**src/rtl/rf_pkg.sv**
```systemverilog
// Shared definitions for the register-file write side.
//   W_DEF / D_DEF / LQ_DEF : default data width, register pointer width and
//                            outstanding-load queue depth.
//   wb_req_t               : one register-file write request at default widths.
package rf_pkg;

  localparam int W_DEF  = 8;
  localparam int D_DEF  = 3;
  localparam int LQ_DEF = 2;

  typedef struct packed {
    logic [D_DEF-1:0] addr;
    logic [W_DEF-1:0] data;
  } wb_req_t;

endpackage

```
**src/rtl/ld_tag_fifo.sv**
```systemverilog
// Outstanding-load destination FIFO.
//   CLK, Reset           : clock, synchronous active-high reset
//   push / push_addr     : record a newly issued load destination (caller gates with !full)
//   pop                  : retire the oldest destination (caller gates with !empty)
//   full, empty, head    : occupancy flags and oldest destination
//   match_addr_0/1/2     : pointers to compare against every valid entry
//   match_0/1/2          : 1 when a valid entry equals the pointer; register 0 never matches
module ld_tag_fifo
  import rf_pkg::*;
#(
  parameter int D  = D_DEF,
  parameter int LQ = LQ_DEF
) (
  input  logic         CLK,
  input  logic         Reset,
  input  logic         push,
  input  logic [D-1:0] push_addr,
  input  logic         pop,
  output logic         full,
  output logic         empty,
  output logic [D-1:0] head,
  input  logic [D-1:0] match_addr_0,
  input  logic [D-1:0] match_addr_1,
  input  logic [D-1:0] match_addr_2,
  output logic         match_0,
  output logic         match_1,
  output logic         match_2
);

  localparam int PW = (LQ > 1) ? $clog2(LQ) : 1;

  logic [D-1:0]  tag_r [LQ];
  logic [PW-1:0] wr_ptr_r;
  logic [PW-1:0] rd_ptr_r;
  logic [PW:0]   count_r;
  logic [LQ-1:0] valid_s;

  assign full  = (count_r == (PW+1)'(LQ));
  assign empty = (count_r == {(PW+1){1'b0}});
  assign head  = tag_r[rd_ptr_r];

  // Mark entries lying between the read pointer and count; LQ is a power of 2 so
  // the pointer subtraction wraps naturally.
  always_comb begin
    valid_s = {LQ{1'b0}};
    for (int i = 0; i < LQ; i++) begin
      if ({1'b0, PW'(i) - rd_ptr_r} < count_r) begin
        valid_s[i] = 1'b1;
      end else begin
        valid_s[i] = 1'b0;
      end
    end
  end

  // Compare the three pointers against all valid, non-zero entries.
  always_comb begin
    match_0 = 1'b0;
    match_1 = 1'b0;
    match_2 = 1'b0;
    for (int i = 0; i < LQ; i++) begin
      if (valid_s[i] && (tag_r[i] != {D{1'b0}})) begin
        match_0 = match_0 | (tag_r[i] == match_addr_0);
        match_1 = match_1 | (tag_r[i] == match_addr_1);
        match_2 = match_2 | (tag_r[i] == match_addr_2);
      end else begin
        match_0 = match_0;
        match_1 = match_1;
        match_2 = match_2;
      end
    end
  end

  // Pointer, count and storage update.
  always_ff @(posedge CLK) begin
    if (Reset) begin
      wr_ptr_r <= {PW{1'b0}};
      rd_ptr_r <= {PW{1'b0}};
      count_r  <= {(PW+1){1'b0}};
      for (int i = 0; i < LQ; i++) begin
        tag_r[i] <= {D{1'b0}};
      end
    end else begin
      if (push) begin
        tag_r[wr_ptr_r] <= push_addr;
        wr_ptr_r        <= wr_ptr_r + PW'(1'b1);
      end
      if (pop) begin
        rd_ptr_r <= rd_ptr_r + PW'(1'b1);
      end
      case ({push, pop})
        2'b10:   count_r <= count_r + (PW+1)'(1'b1);
        2'b01:   count_r <= count_r - (PW+1)'(1'b1);
        default: count_r <= count_r;
      endcase
    end
  end

endmodule

```
**src/rtl/reg_writeback.sv**
```systemverilog
// Register-file write-port driver: merges ALU results and in-order load returns.
//   CLK, Reset                     : clock, synchronous active-high reset
//   Alu_valid/Alu_ready/Alu_addr/Alu_data : ALU result handshake
//   Ld_issue/Ld_issue_addr/Ld_issue_ready : record an outstanding load destination
//   Ld_valid/Ld_data               : data for the oldest outstanding load
//   Chk_addr_0/1, Chk_busy_0/1     : decode hazard check against outstanding loads
//   Reg_write_en/address/data      : registered register-file write port
//   Err                            : sticky protocol error (overflow issue / underflow return)
module reg_writeback
  import rf_pkg::*;
#(
  parameter int W  = W_DEF,
  parameter int D  = D_DEF,
  parameter int LQ = LQ_DEF
) (
  input  logic         CLK,
  input  logic         Reset,
  input  logic         Alu_valid,
  output logic         Alu_ready,
  input  logic [D-1:0] Alu_addr,
  input  logic [W-1:0] Alu_data,
  input  logic         Ld_issue,
  input  logic [D-1:0] Ld_issue_addr,
  output logic         Ld_issue_ready,
  input  logic         Ld_valid,
  input  logic [W-1:0] Ld_data,
  input  logic [D-1:0] Chk_addr_0,
  input  logic [D-1:0] Chk_addr_1,
  output logic         Chk_busy_0,
  output logic         Chk_busy_1,
  output logic         Reg_write_en,
  output logic [D-1:0] Reg_write_address,
  output logic [W-1:0] Reg_write_data,
  output logic         Err
);

  logic         full_s;
  logic         empty_s;
  logic [D-1:0] head_s;
  logic         alu_hit_s;
  logic         push_s;
  logic         pop_s;
  logic         alu_acc_s;

  logic         sel_v_s;
  logic [D-1:0] sel_addr_s;
  logic [W-1:0] sel_data_s;
  logic         skid_load_s;
  logic         skid_drain_s;

  logic         skid_v_r;
  logic [D-1:0] skid_addr_r;
  logic [W-1:0] skid_data_r;
  logic         en_r;
  logic [D-1:0] addr_r;
  logic [W-1:0] data_r;
  logic         err_r;

  // Ready flags look only at registered state plus the offered address, never at Alu_valid.
  assign Alu_ready      = !skid_v_r && !alu_hit_s;
  assign Ld_issue_ready = !full_s;
  assign alu_acc_s      = Alu_valid && Alu_ready;
  assign push_s         = Ld_issue && !full_s;
  assign pop_s          = Ld_valid && !empty_s;

  assign Reg_write_en      = en_r;
  assign Reg_write_address = addr_r;
  assign Reg_write_data    = data_r;
  assign Err               = err_r;

  ld_tag_fifo #(
    .D  (D),
    .LQ (LQ)
  ) u_ld_tag_fifo (
    .CLK          (CLK),
    .Reset        (Reset),
    .push         (push_s),
    .push_addr    (Ld_issue_addr),
    .pop          (pop_s),
    .full         (full_s),
    .empty        (empty_s),
    .head         (head_s),
    .match_addr_0 (Chk_addr_0),
    .match_addr_1 (Chk_addr_1),
    .match_addr_2 (Alu_addr),
    .match_0      (Chk_busy_0),
    .match_1      (Chk_busy_1),
    .match_2      (alu_hit_s)
  );

  // Write-port arbitration: load return, then skid, then fresh ALU result.
  // A fresh ALU result that loses to a load parks in the skid; the skid can only be
  // empty at that point because Alu_ready requires it.
  always_comb begin
    sel_v_s      = 1'b0;
    sel_addr_s   = {D{1'b0}};
    sel_data_s   = {W{1'b0}};
    skid_load_s  = 1'b0;
    skid_drain_s = 1'b0;
    if (pop_s) begin
      sel_v_s     = 1'b1;
      sel_addr_s  = head_s;
      sel_data_s  = Ld_data;
      skid_load_s = alu_acc_s;
    end else if (skid_v_r) begin
      sel_v_s      = 1'b1;
      sel_addr_s   = skid_addr_r;
      sel_data_s   = skid_data_r;
      skid_drain_s = 1'b1;
    end else if (alu_acc_s) begin
      sel_v_s    = 1'b1;
      sel_addr_s = Alu_addr;
      sel_data_s = Alu_data;
    end else begin
      sel_v_s = 1'b0;
    end
  end

  // Skid register, write-port registers and sticky error flag.
  always_ff @(posedge CLK) begin
    if (Reset) begin
      skid_v_r    <= 1'b0;
      skid_addr_r <= {D{1'b0}};
      skid_data_r <= {W{1'b0}};
      en_r        <= 1'b0;
      addr_r      <= {D{1'b0}};
      data_r      <= {W{1'b0}};
      err_r       <= 1'b0;
    end else begin
      if (skid_load_s) begin
        skid_v_r    <= 1'b1;
        skid_addr_r <= Alu_addr;
        skid_data_r <= Alu_data;
      end else if (skid_drain_s) begin
        skid_v_r <= 1'b0;
      end
      // Writes to register 0 are consumed silently: no strobe, port holds its last value.
      if (sel_v_s && (sel_addr_s != {D{1'b0}})) begin
        en_r   <= 1'b1;
        addr_r <= sel_addr_s;
        data_r <= sel_data_s;
      end else begin
        en_r <= 1'b0;
      end
      err_r <= err_r | (Ld_issue && full_s) | (Ld_valid && empty_s);
    end
  end

endmodule

```
**config.mk**
```make
export PLATFORM = sky130hd
export DESIGN_NAME = reg_writeback
export DESIGN_NICKNAME = d
export VERILOG_FILES = /design/src/rtl/rf_pkg.sv /design/src/rtl/ld_tag_fifo.sv /design/src/rtl/reg_writeback.sv
export SDC_FILE = /design/constraint.sdc
export NUM_CORES = 1
export LEC_CHECK = 0
export ABC_AREA = 0
export BUFFER_PORTS_ARGS = -buffer_cell sky130_fd_sc_hd__buf_2
export CORE_UTILIZATION = 25
export DETAILED_ROUTE_END_ITERATION = 8
export GPL_ROUTABILITY_DRIVEN = 0
export GPL_TIMING_DRIVEN = 0
export HOLD_SLACK_MARGIN = 0.02
export PLACE_DENSITY = 0.46
export REMOVE_ABC_BUFFERS = 1
export SYNTH_ARGS = -nofsm -noshare
export SYNTH_HDL_FRONTEND = slang
export SYNTH_HIERARCHICAL = 1
export SYNTH_SLANG_ARGS = --single-unit
```
**constraint.sdc**
```tcl
create_clock -name CLK -period 2.2 [get_ports CLK]
set_clock_uncertainty 0.2 [all_clocks]
set_input_delay 0.22 -clock CLK [delete_from_list [all_inputs] [get_ports CLK]]
set_output_delay 0.22 -clock CLK [all_outputs]
set_load 0.03 [all_outputs]
```
==> flow_summary.yaml, run 1 <==
floorplanning:
  start_util_pct: 26.3
  dieWidth_um: 90.2
  rows: 31
  io_pins: 50
  die-height_um: 90.2
  die-area_um2: 8140
  coreArea_um2: 7410
critical_path:
  path_cells: "xnor2_1 > nand3_1 > o22ai_2 > nand4bb_1 > a31o_2 > and4_4 > mux2_4"
  crit_path_end_kind: "register"
  critPathKind: "register to register"
  crit_family: "simple AND/OR/NAND/NOR gates"
  critPathLaunchType: "register"
  cp_data_arrival_time_ns: 2.36
  path_buf_inv: 0
  cpPeakStageDelay_ns: 0.49
  cp_max_fo: 6
  worst_ep_required_time_ns: 2.19
  slowest_stage: "edfxtp_1"
grt:
  grt_pass1_vias: 1733
  antenna_found_initial: 0
  overflow: 0
  grt_max_degree: 45
  grt_pass1_wl_um: 8230
  grt.total_usage_pct: 12.8
worst_hold_path:
  hp-class: "input pin to register"
synth:
  syn_avg_cell_area_um2: 8.89
  synth-async-reset-ratio_pct: 0
  synthMuxAreaShare_pct: 7.71
  ys_warn_count: 6
  synth-seq-area-share_pct: 40.1
  syn_inst: 219
  synth_fa_ha_area_share_pct: 0.643
  synth-xor-area-share_pct: 9.45
  synthSimpleGateAreaFrac_pct: 23.8
  synth_top_family_by_area: "simple AND/OR/NAND/NOR gates"
  synth_seq_cells: 36
  synth-compound-area-share_pct: 13.0
  synth_ff_type: "dfxtp_1"
  synth.distinct_cells: 37
  netlist_area_um2: 1950
  synth-edff-count: 6
placement:
  hpwl_um: 3260
  dp.cells: 351
  io_buffer_count: 49
clock_tree:
  cts_num_sinks: 36
  clk_pin_slew_worst_paths_ns: 0.08
  clockBufferDepth: 2
  tritoncts: "built"
  cts_made_buffers: 5
  ctsRootBufferMaster: "clkbuf_8"
  htreeDepth: 2
  insertion_delay_ns: 0.29
timing:
  fmax_mhz: 421
  tightest_slew_ns: 0.772
  hold_slack_ns: 0.0402
  fin_ws_ns: -0.177
  relSlewSlack_pct: 48.5
  fin_crit_sh_pct: 108
  tns_ns: -1.40
  hold_violations: 0
  fin_crit_ns: 2.38
  finalSetupViolations: 11
  rsz0062_at_grt: "true"
  maxSlewViolCount: 0
outcome:
  status: "complete, but fails checks"
  failed_checks: "setup timing"
pwr:
  p_per_area_nw_per_um2: 1100
  irDropWorstVdd_v: 0.000317
  p_sw_uw: 1160
  intPower_uw: 1800
  p_leak_uw: 0.00110
  power_frac_seq_pct: 32.5
  power_frac_clock_pct: 16.9
  total_power_uw: 2970
  combPwrFrac_pct: 50.6
  p_sw_share_pct: 39.2
cells_and_area:
  finalNonFillerCells: 391
  mostFrequentLayoutCells: "buf_2, dfxtp_1, nand2_1, nor2_1, xnor2_1"
  fin_nets: 325
  area_growth_pct: 39.1
  diodes: 0
  drive_above_1_share_pct: 37.3
  final_common_cell: "buf_2"
routing:
  vias_per_cell: 4.51
  wl_per_cell_um: 13.0
  drt_wl_total_um: 5080
  dr_total_vias: 1765
  drc: 0
  firstDrtPassIters: 4
  ant_nets: 0
  drt_iter0_drc: 73
run:
  drv_cap: 0
-- Yosys cell counts (2+ instances only) --
master,n,area (µm²)
nand3_1,8,40.0
and3b_1,2,17.5
xnor2_1,20,175
inv_1,4,15.0
nor2_1,22,82.6
a31o_2,3,26.3
nor2b_1,10,62.6
mux2_2,4,45.0
clkbuf_1,11,41.3
a221oi_1,9,78.8
nand2b_1,7,43.8
a21oi_1,16,80.1
dfxtp_1,30,601
o22ai_1,3,18.8
a31oi_1,2,12.5
nand2_1,26,97.6
mux2_4,7,105
nor3_1,9,45.0
buf_2,3,15.0
edfxtp_1,6,180
-- per-stage QoR --
stage | util, % | area (µm²) | setup slack [ns]
2_1_floorplan | - | 1860 | -0.312
3_3_place_gp | 30.1 | 2230 | -0.884
3_5_place_dp | 30.1 | 2230 | -0.897
4_1_cts | 35.8 | 2650 | -0.185
5_1_grt | 36.6 | 2710 | -0.255
6_report | 36.6 | 2710 | -0.177
-- what timing repair did --
item                       in CTS  in global routing
hold buffers                   10                  0
cloned                          1                  1
hold endpoints to repair       10                  0
gates resized for setup        20                 10
pin swaps                      11                  5
setup buffers                  17                  3
setup endpoints to repair      29                 25
-- routing by layer --
| layer | track usage (%) | routed length (µm) | vias to the layer above | part of all wire [%] |
|---|---|---|---|---|
| li1 | - | - | 906 | - |
| met1 | 16.2 | 2510 | 816 | 49 |
| met2 | 20.7 | 2270 | 38 | 45 |
| met3 | 3.38 | 219 | 5 | 4.3 |
| met4 | 4.97 | 80 | 0 | 1.6 |
| met5 | 0 | 0 | - | 0 |
-- tightest hold or removal path, cell delays in order --
cell and delay, ns:
buf_2 0.14, nand2_1 0.07, a21oi_1 0.05
-- sequential cells by signal, indices dropped and copies added, names as in the netlist, named ones only --
name / flops
skid_addr_r: 3
u_ld_tag_fifo/rd_ptr_r: 1
skid_data_r: 8
Reg_write_address: 3
u_ld_tag_fifo/tag_r: 6
Reg_write_en: 1
Err: 1
Reg_write_data: 8
skid_v_r: 1
u_ld_tag_fifo/wr_ptr_r: 1
u_ld_tag_fifo/count_r: 2
-- power groups by stage --
| stage | Clock, µW | Sequential, µW | Combinational (µW) |
|---|---|---|---|
| 3_5_place_dp | 0 | 969 | 1160 |
| 5_1_grt | 551 | 987 | 1630 |
| 2_1_floorplan | 0 | 1090 | 711 |
| 3_3_place_gp | 0 | 969 | 1140 |
| 6_report | 502 | 963 | 1500 |
| 4_1_cts | 517 | 963 | 1440 |
-- area by class of cell --
type	instances	area [µm²]
clock buffer	7	86.3
clock inverter	1	7.51
timing repair buffer	79	515
fill	789	4700
sequential	36	782
inverter	4	18.8
multi-input combinational	165	1170
tap	99	124
-- cells by family (layout without fill, tap and decap cells) --
logic type / after synthesis / count (layout)
buf+inv: 20 / 91
simple gates: 92 / 94
compound gates: 38 / 38
flops: 36 / 36
xor+xnor: 21 / 21
fa+ha+maj: 1 / 1
mux: 11 / 11
-- path summary, 6_finish.rpt --
path | cells after the start | slack [ns] | end | from
worst min-delay path | 3 | 0.04 | skid_addr_r[0] | Alu_addr[0]
worst min register to register | 2 | 0.26 | skid_addr_r[2] | skid_addr_r[2]
worst max-delay path | 7 | -0.18 | Reg_write_data[0] | u_ld_tag_fifo/tag_r[0][1]
worst max register to register | 7 | -0.18 | Reg_write_data[0] | u_ld_tag_fifo/tag_r[0][1]
(Power assumes the default switching activity.)
==> inputs of run 2 (changes only) <==
CTS_BUF_LIST = sky130_fd_sc_hd__clkbuf_4 sky130_fd_sc_hd__clkbuf_8   (was unset)
==> run 2 against run 1 <==
  * The flow still finishes with violations (setup timing)
  * Largest power group unchanged
  * Combinational power is essentially flat
  * Die area is the same
  * Via count is the same
  * Global-route usage is the same
  * Clock power grew 3%
  * Critical path depth is the same
  * Hold slack is essentially flat
==> flow_summary.yaml, run 2 (same netlist as run 1, synthesis figures left out) <==
routing:
  drt_iter0_drc: 77
  drt_wl_total_um: 5090
  firstDrtPassIters: 4
  drc: 0
  vias_per_cell: 4.51
  ant_nets: 0
  dr_total_vias: 1765
  wl_per_cell_um: 13.0
critical_path:
  critPathKind: "register to register"
  r2r-start: "u_ld_tag_fifo/tag_r[0][1]"
  cp_data_arrival_time_ns: 2.35
  critPathLaunchType: "register"
  worst_ep_required_time_ns: 2.19
  crit_path_end_kind: "register"
  cp_max_fo: 6
  critical_path.startpoint: "u_ld_tag_fifo/tag_r[0][1]"
worst_hold_path:
  hp-class: "input pin to register"
  hold_path_startpoint: "Alu_addr[0]"
timing:
  finalSetupViolations: 11
  fmax_mhz: 423
  fin_ws_ns: -0.167
  tightest_slew_ns: 0.771
  fin_crit_sh_pct: 108
  maxSlewViolCount: 0
  fin_crit_ns: 2.37
  rsz0062_at_grt: "true"
  hold_violations: 0
  relSlewSlack_pct: 48.6
cells_and_area:
  final_common_cell: "buf_2"
  fin_nets: 325
  area_growth_pct: 39.3
  diodes: 0
  finalNonFillerCells: 391
  fill_cells: 789
  drive_above_1_share_pct: 37.7
  mostFrequentLayoutCells: "buf_2, dfxtp_1, nand2_1, nor2_1, xnor2_1"
floorplanning:
  dieWidth_um: 90.2
  die-height_um: 90.2
  start_util_pct: 26.3
  rows: 31
  io_pins: 50
  die-area_um2: 8140
  coreArea_um2: 7410
clock_tree:
  insertion_delay_ns: 0.29
  htreeDepth: 2
  cts_num_sinks: 36
  clockBufferDepth: 2
  cts_made_buffers: 5
  ctsRootBufferMaster: "clkbuf_8"
  clk_pin_slew_worst_paths_ns: 0.08
  tritoncts: "built"
grt:
  grt.total_usage_pct: 12.8
  overflow: 0
  grt_pass1_vias: 1732
  grt_pass1_wl_um: 8230
  antenna_found_initial: 0
  grt_max_degree: 45
outcome:
  status: "complete, but fails checks"
  failed_checks: "setup timing"
placement:
  dp_slack_ns: -0.897
  dp.cells: 351
  hpwl_um: 3260
  io_buffer_count: 49
pwr:
  irDropWorstVdd_v: 0.000318
  p_leak_uw: 0.00111
  p_per_area_nw_per_um2: 1100
run:
  drv_cap: 0
## run 2: changes by cell type in the layout (fill, tap and decap cells not counted)
cell / delta
clkbuf_4: +1
clkbuf_1: -1
## run 2: where the power goes
part | internal (µW) | switching (µW)
Sequential | 831 | 134
Clock | 267 | 249
Combinational | 719 | 783
Total | 1820 | 1170
## run 2: timing repair
action                     in CTS  in global routing
hold buffers                   10                  0
pin swaps                      11                  5
setup endpoints to repair      29                 25
buffers inserted               17                  3
hold endpoints to repair       10                  0
gates resized for setup        20                 10
gates cloned                    1                  1
## run 2: area by class of cell
| class | instances | area, µm² | share of cell area (%) |
|---|---|---|---|
| multi-input combinational | 165 | 1170 | 43.3 |
| sequential | 36 | 782 | 28.8 |
| timing repair buffer | 79 | 515 | 19.0 |
| tap | 99 | 124 | 4.57 |
| clock buffer | 7 | 90.1 | 3.32 |
| inverter | 4 | 18.8 | 0.692 |
| clock inverter | 1 | 7.51 | 0.277 |
## run 2: worst paths after layout
kind                             to  slack, ns  depth (start not counted)
hold / removal       skid_addr_r[0]       0.04                          3
setup / recovery  Reg_write_data[0]      -0.17                          7
setup reg to reg  Reg_write_data[0]      -0.17                          7
hold reg to reg      skid_addr_r[2]       0.26                          2
## run 2: stage by stage
stage | utilization, % | instance area, µm² | power (µW) | setup TNS (ns) | hold slack (ns)
after detailed placement | 30.1 | 2230 | 2120 | -19.96 | 0.247
after global placement | 30.1 | 2230 | 2110 | -19.45 | 0.242
after CTS | 35.9 | 2660 | 2940 | -1.42 | 0.0343
after global routing | 36.6 | 2710 | 3180 | -2.28 | 0.0369
final | 36.6 | 2710 | 2980 | -1.31 | 0.0402
after floorplan | - | 1860 | 1810 | -3.58 | 0.0891
## run 2: routing by layer
| layer | vias up | track usage (%) | share of wire (%) |
|---|---|---|---|
| met5 | - | 0 | 0 |
| met4 | 0 | 4.97 | 1.6 |
| met3 | 5 | 3.38 | 4.4 |
| met2 | 38 | 20.7 | 44 |
| met1 | 816 | 16.2 | 50 |
| li1 | 906 | - | - |
## run 2: worst max-delay path: stages, from the launching register on
cell	delay, ns
edfxtp_1	0.49
xnor2_1	0.20
nand3_1	0.11
o22ai_2	0.24
nand4bb_1	0.17
a31o_2	0.20
and4_4	0.35
mux2_4	0.32
==> inputs of run 3 (changes only) <==
SYNTH_HIERARCHICAL = unset   (was 1)
==> run 3 against run 2 <==
  * The run now ends clean
  * Synthesized area increased by 6.4%
  * Critical path depth unchanged
  * Non-clock buffer count increased by 3
  * Worst setup slack improved by 0.23 ns
==> flow_summary.yaml, run 3 <==
critical_path:
  critPathLaunchType: "register"
  r2r-start: "u_ld_tag_fifo.tag_r[1][0]"
  worst_ep_required_time_ns: 2.15
  critPathKind: "register to register"
  ff2ff_setup_slack_ns: 0.06
  cp_data_arrival_time_ns: 2.09
  crit_path_end_kind: "register"
  r2r-end: "Reg_write_address[0]"
  worst-r2r-cell-count: 7
  critical_path.startpoint: "u_ld_tag_fifo.tag_r[1][0]"
  critical_path.endpoint: "Reg_write_address[0]"
  cp_max_fo: 13
routing:
  firstDrtPassIters: 4
  vias_per_cell: 4.84
  dr_total_vias: 1981
  drt_wl_total_um: 5970
  wl_per_cell_um: 14.6
  drt_iter0_drc: 103
  drc: 0
  ant_nets: 0
grt:
  overflow: 0
  grt_pass1_vias: 1939
  grt.total_usage_pct: 14.3
  grt_max_degree: 32
  grt_pass1_wl_um: 9740
  antenna_found_initial: 0
pwr:
  combPwrFrac_pct: 51.1
  total_power_uw: 3080
  intPower_uw: 1760
  p_per_area_nw_per_um2: 1080
  power_frac_seq_pct: 32.7
  irDropWorstVdd_v: 0.000407
  p_sw_uw: 1310
  power_frac_clock_pct: 16.2
  p_sw_share_pct: 42.6
  p_leak_uw: 0.00114
cells_and_area:
  design_area_um2: 2850
  diodes: 0
  final_common_cell: "buf_2"
  finalNonFillerCells: 409
  fin_nets: 340
  drive_above_1_share_pct: 34.2
  fill_cells: 786
  mostFrequentLayoutCells: "buf_2, dfxtp_1, buf_4, a21oi_1, nor2_1"
  area_growth_pct: 37.6
floorplanning:
  io_pins: 50
  start_util_pct: 26.3
  rows: 32
  die-height_um: 93.0
  die-area_um2: 8660
  dieWidth_um: 93.0
  coreArea_um2: 7890
synth:
  syn_avg_cell_area_um2: 8.71
  yosys.area.top_type: "dfxtp_1"
  synth.distinct_cells: 45
  synthMostInstantiatedCell: "dfxtp_1"
  synth-edff-count: 6
  synth_seq_cells: 36
  synthTopCellsByCount: "dfxtp_1, a21oi_1, nor2_1"
  synth.area.top_cells: "dfxtp_1, edfxtp_1, xnor2_1"
  synth_top_area_share_pct: 29.0
  synth-seq-area-share_pct: 37.7
  ys_warn_count: 0
  syn_inst: 238
  netlist_area_um2: 2070
  synth-async-reset-ratio_pct: 0
  synth_ff_type: "dfxtp_1"
clock_tree:
  cts_made_buffers: 5
  tritoncts: "built"
  clockBufferDepth: 2
  insertion_delay_ns: 0.29
  clk_pin_slew_worst_paths_ns: 0.08
  cts_num_sinks: 36
  htreeDepth: 2
  ctsRootBufferMaster: "clkbuf_8"
timing:
  fin_ws_ns: 0.0630
  hold_violations: 0
  relSlewSlack_pct: 48.9
  fin_crit_ns: 2.14
  fmax_mhz: 468
  maxSlewViolCount: 0
  finalSetupViolations: 0
  fin_crit_sh_pct: 97.1
  rsz0062_at_grt: "true"
  tns_ns: 0
  tightest_slew_ns: 0.766
placement:
  dp.cells: 366
  hpwl_um: 3520
  io_buffer_count: 49
  place_area_um2: 2310
  dp_slack_ns: -0.728
outcome:
  status: "finished, final reports clean"
run:
  drv_cap: 0
worst_hold_path:
  hp-class: "input pin to register"
run 3: changes by cell type after synthesis, sizes merged, moves of 7 or more:
cell	before	now
o21ai	1	18
nand2	26	14
mux2	11	0
a221oi	9	0
nor2b	10	1
a22o	0	8
buf	5	12
xor2	1	8
run 3: power by group through the flow:
stage	clock network, µW	logic (µW)	registers (µW)
floorplan	0	762	1120
global placement	0	1210	1010
detailed placement	0	1210	1010
CTS	520	1450	1010
global route	550	1700	1030
finish	499	1570	1010
run 3: final cells by class:
type / instances / area [µm²] / share of cell area (%)
Tap cell: 102 / 128 / 4.48
Multi-Input combinational cell: 177 / 1270 / 44.7
Timing Repair Buffer: 82 / 551 / 19.3
Clock buffer: 7 / 90.1 / 3.16
Sequential cell: 36 / 783 / 27.5
Clock inverter: 1 / 7.51 / 0.263
Inverter: 4 / 17.5 / 0.614
run 3: how the worst min path moves through the flow:
stage,end,startpoint,depth (start not counted)
3_5_place_dp,Reg_write_address[1],Reg_write_address[1],2
6_report,u_ld_tag_fifo.tag_r[1][2],Ld_issue_addr[2],2
4_1_cts,u_ld_tag_fifo.tag_r[1][1],Ld_issue_addr[1],2
2_1_floorplan,skid_addr_r[0],Reset,1
3_3_place_gp,skid_data_r[2],skid_data_r[2],2
5_1_grt,u_ld_tag_fifo.tag_r[1][1],Ld_issue_addr[1],2
run 3: worst max-delay path, cell delays in order (launching register included):
cell and delay (ns):
edfxtp_1 0.49, buf_4 0.19, o31ai_4 0.27, buf_4 0.19, o221ai_4 0.12, buf_12 0.19, o31ai_1 0.22, o32ai_1 0.13
run 3: metrics by stage:
step / utilization (%) / hold WS (ns)
after floorplan: - / 0.0891
after global placement: 29.3 / 0.260
after detailed placement: 29.3 / 0.257
after CTS: 34.3 / 0.0232
after global routing: 36.2 / 0.0369
final: 36.2 / 0.0331
run 3: metal layers:
metal | vias up | wire length, µm | GRT usage [%]
li1 | 996 | - | -
met2 | 47 | 2850 | 24.6
met1 | 931 | 2820 | 18.7
met5 | - | 0 | 0
met4 | 0 | 76 | 3.46
met3 | 7 | 217 | 2.36
run 3: cell families (layout without fill, tap and decap cells):
logic type / Yosys count / count (layout) / synth area share [%]
AOI/OAI and AO/OA: 80 / 82 / 27.9
and+or+nand+nor: 68 / 68 / 15.4
DFF: 36 / 36 / 37.7
buffers and inverters: 27 / 94 / 7.19
xor gates and xnor gates: 22 / 22 / 9.30
muxes: 4 / 4 / 1.93
adders and majority gates: 1 / 1 / 0.604
run 3: timing repair:
action / 4_1_cts / 5_1_grt
buffers inserted: 15 / 10
hold buffers: 8 / 0
cloned: 2 / 0
endpoints found under the hold margin: 8 / 0
endpoints found under the setup margin: 30 / 22
resized for setup: 11 / 11
pin swaps: 6 / 5
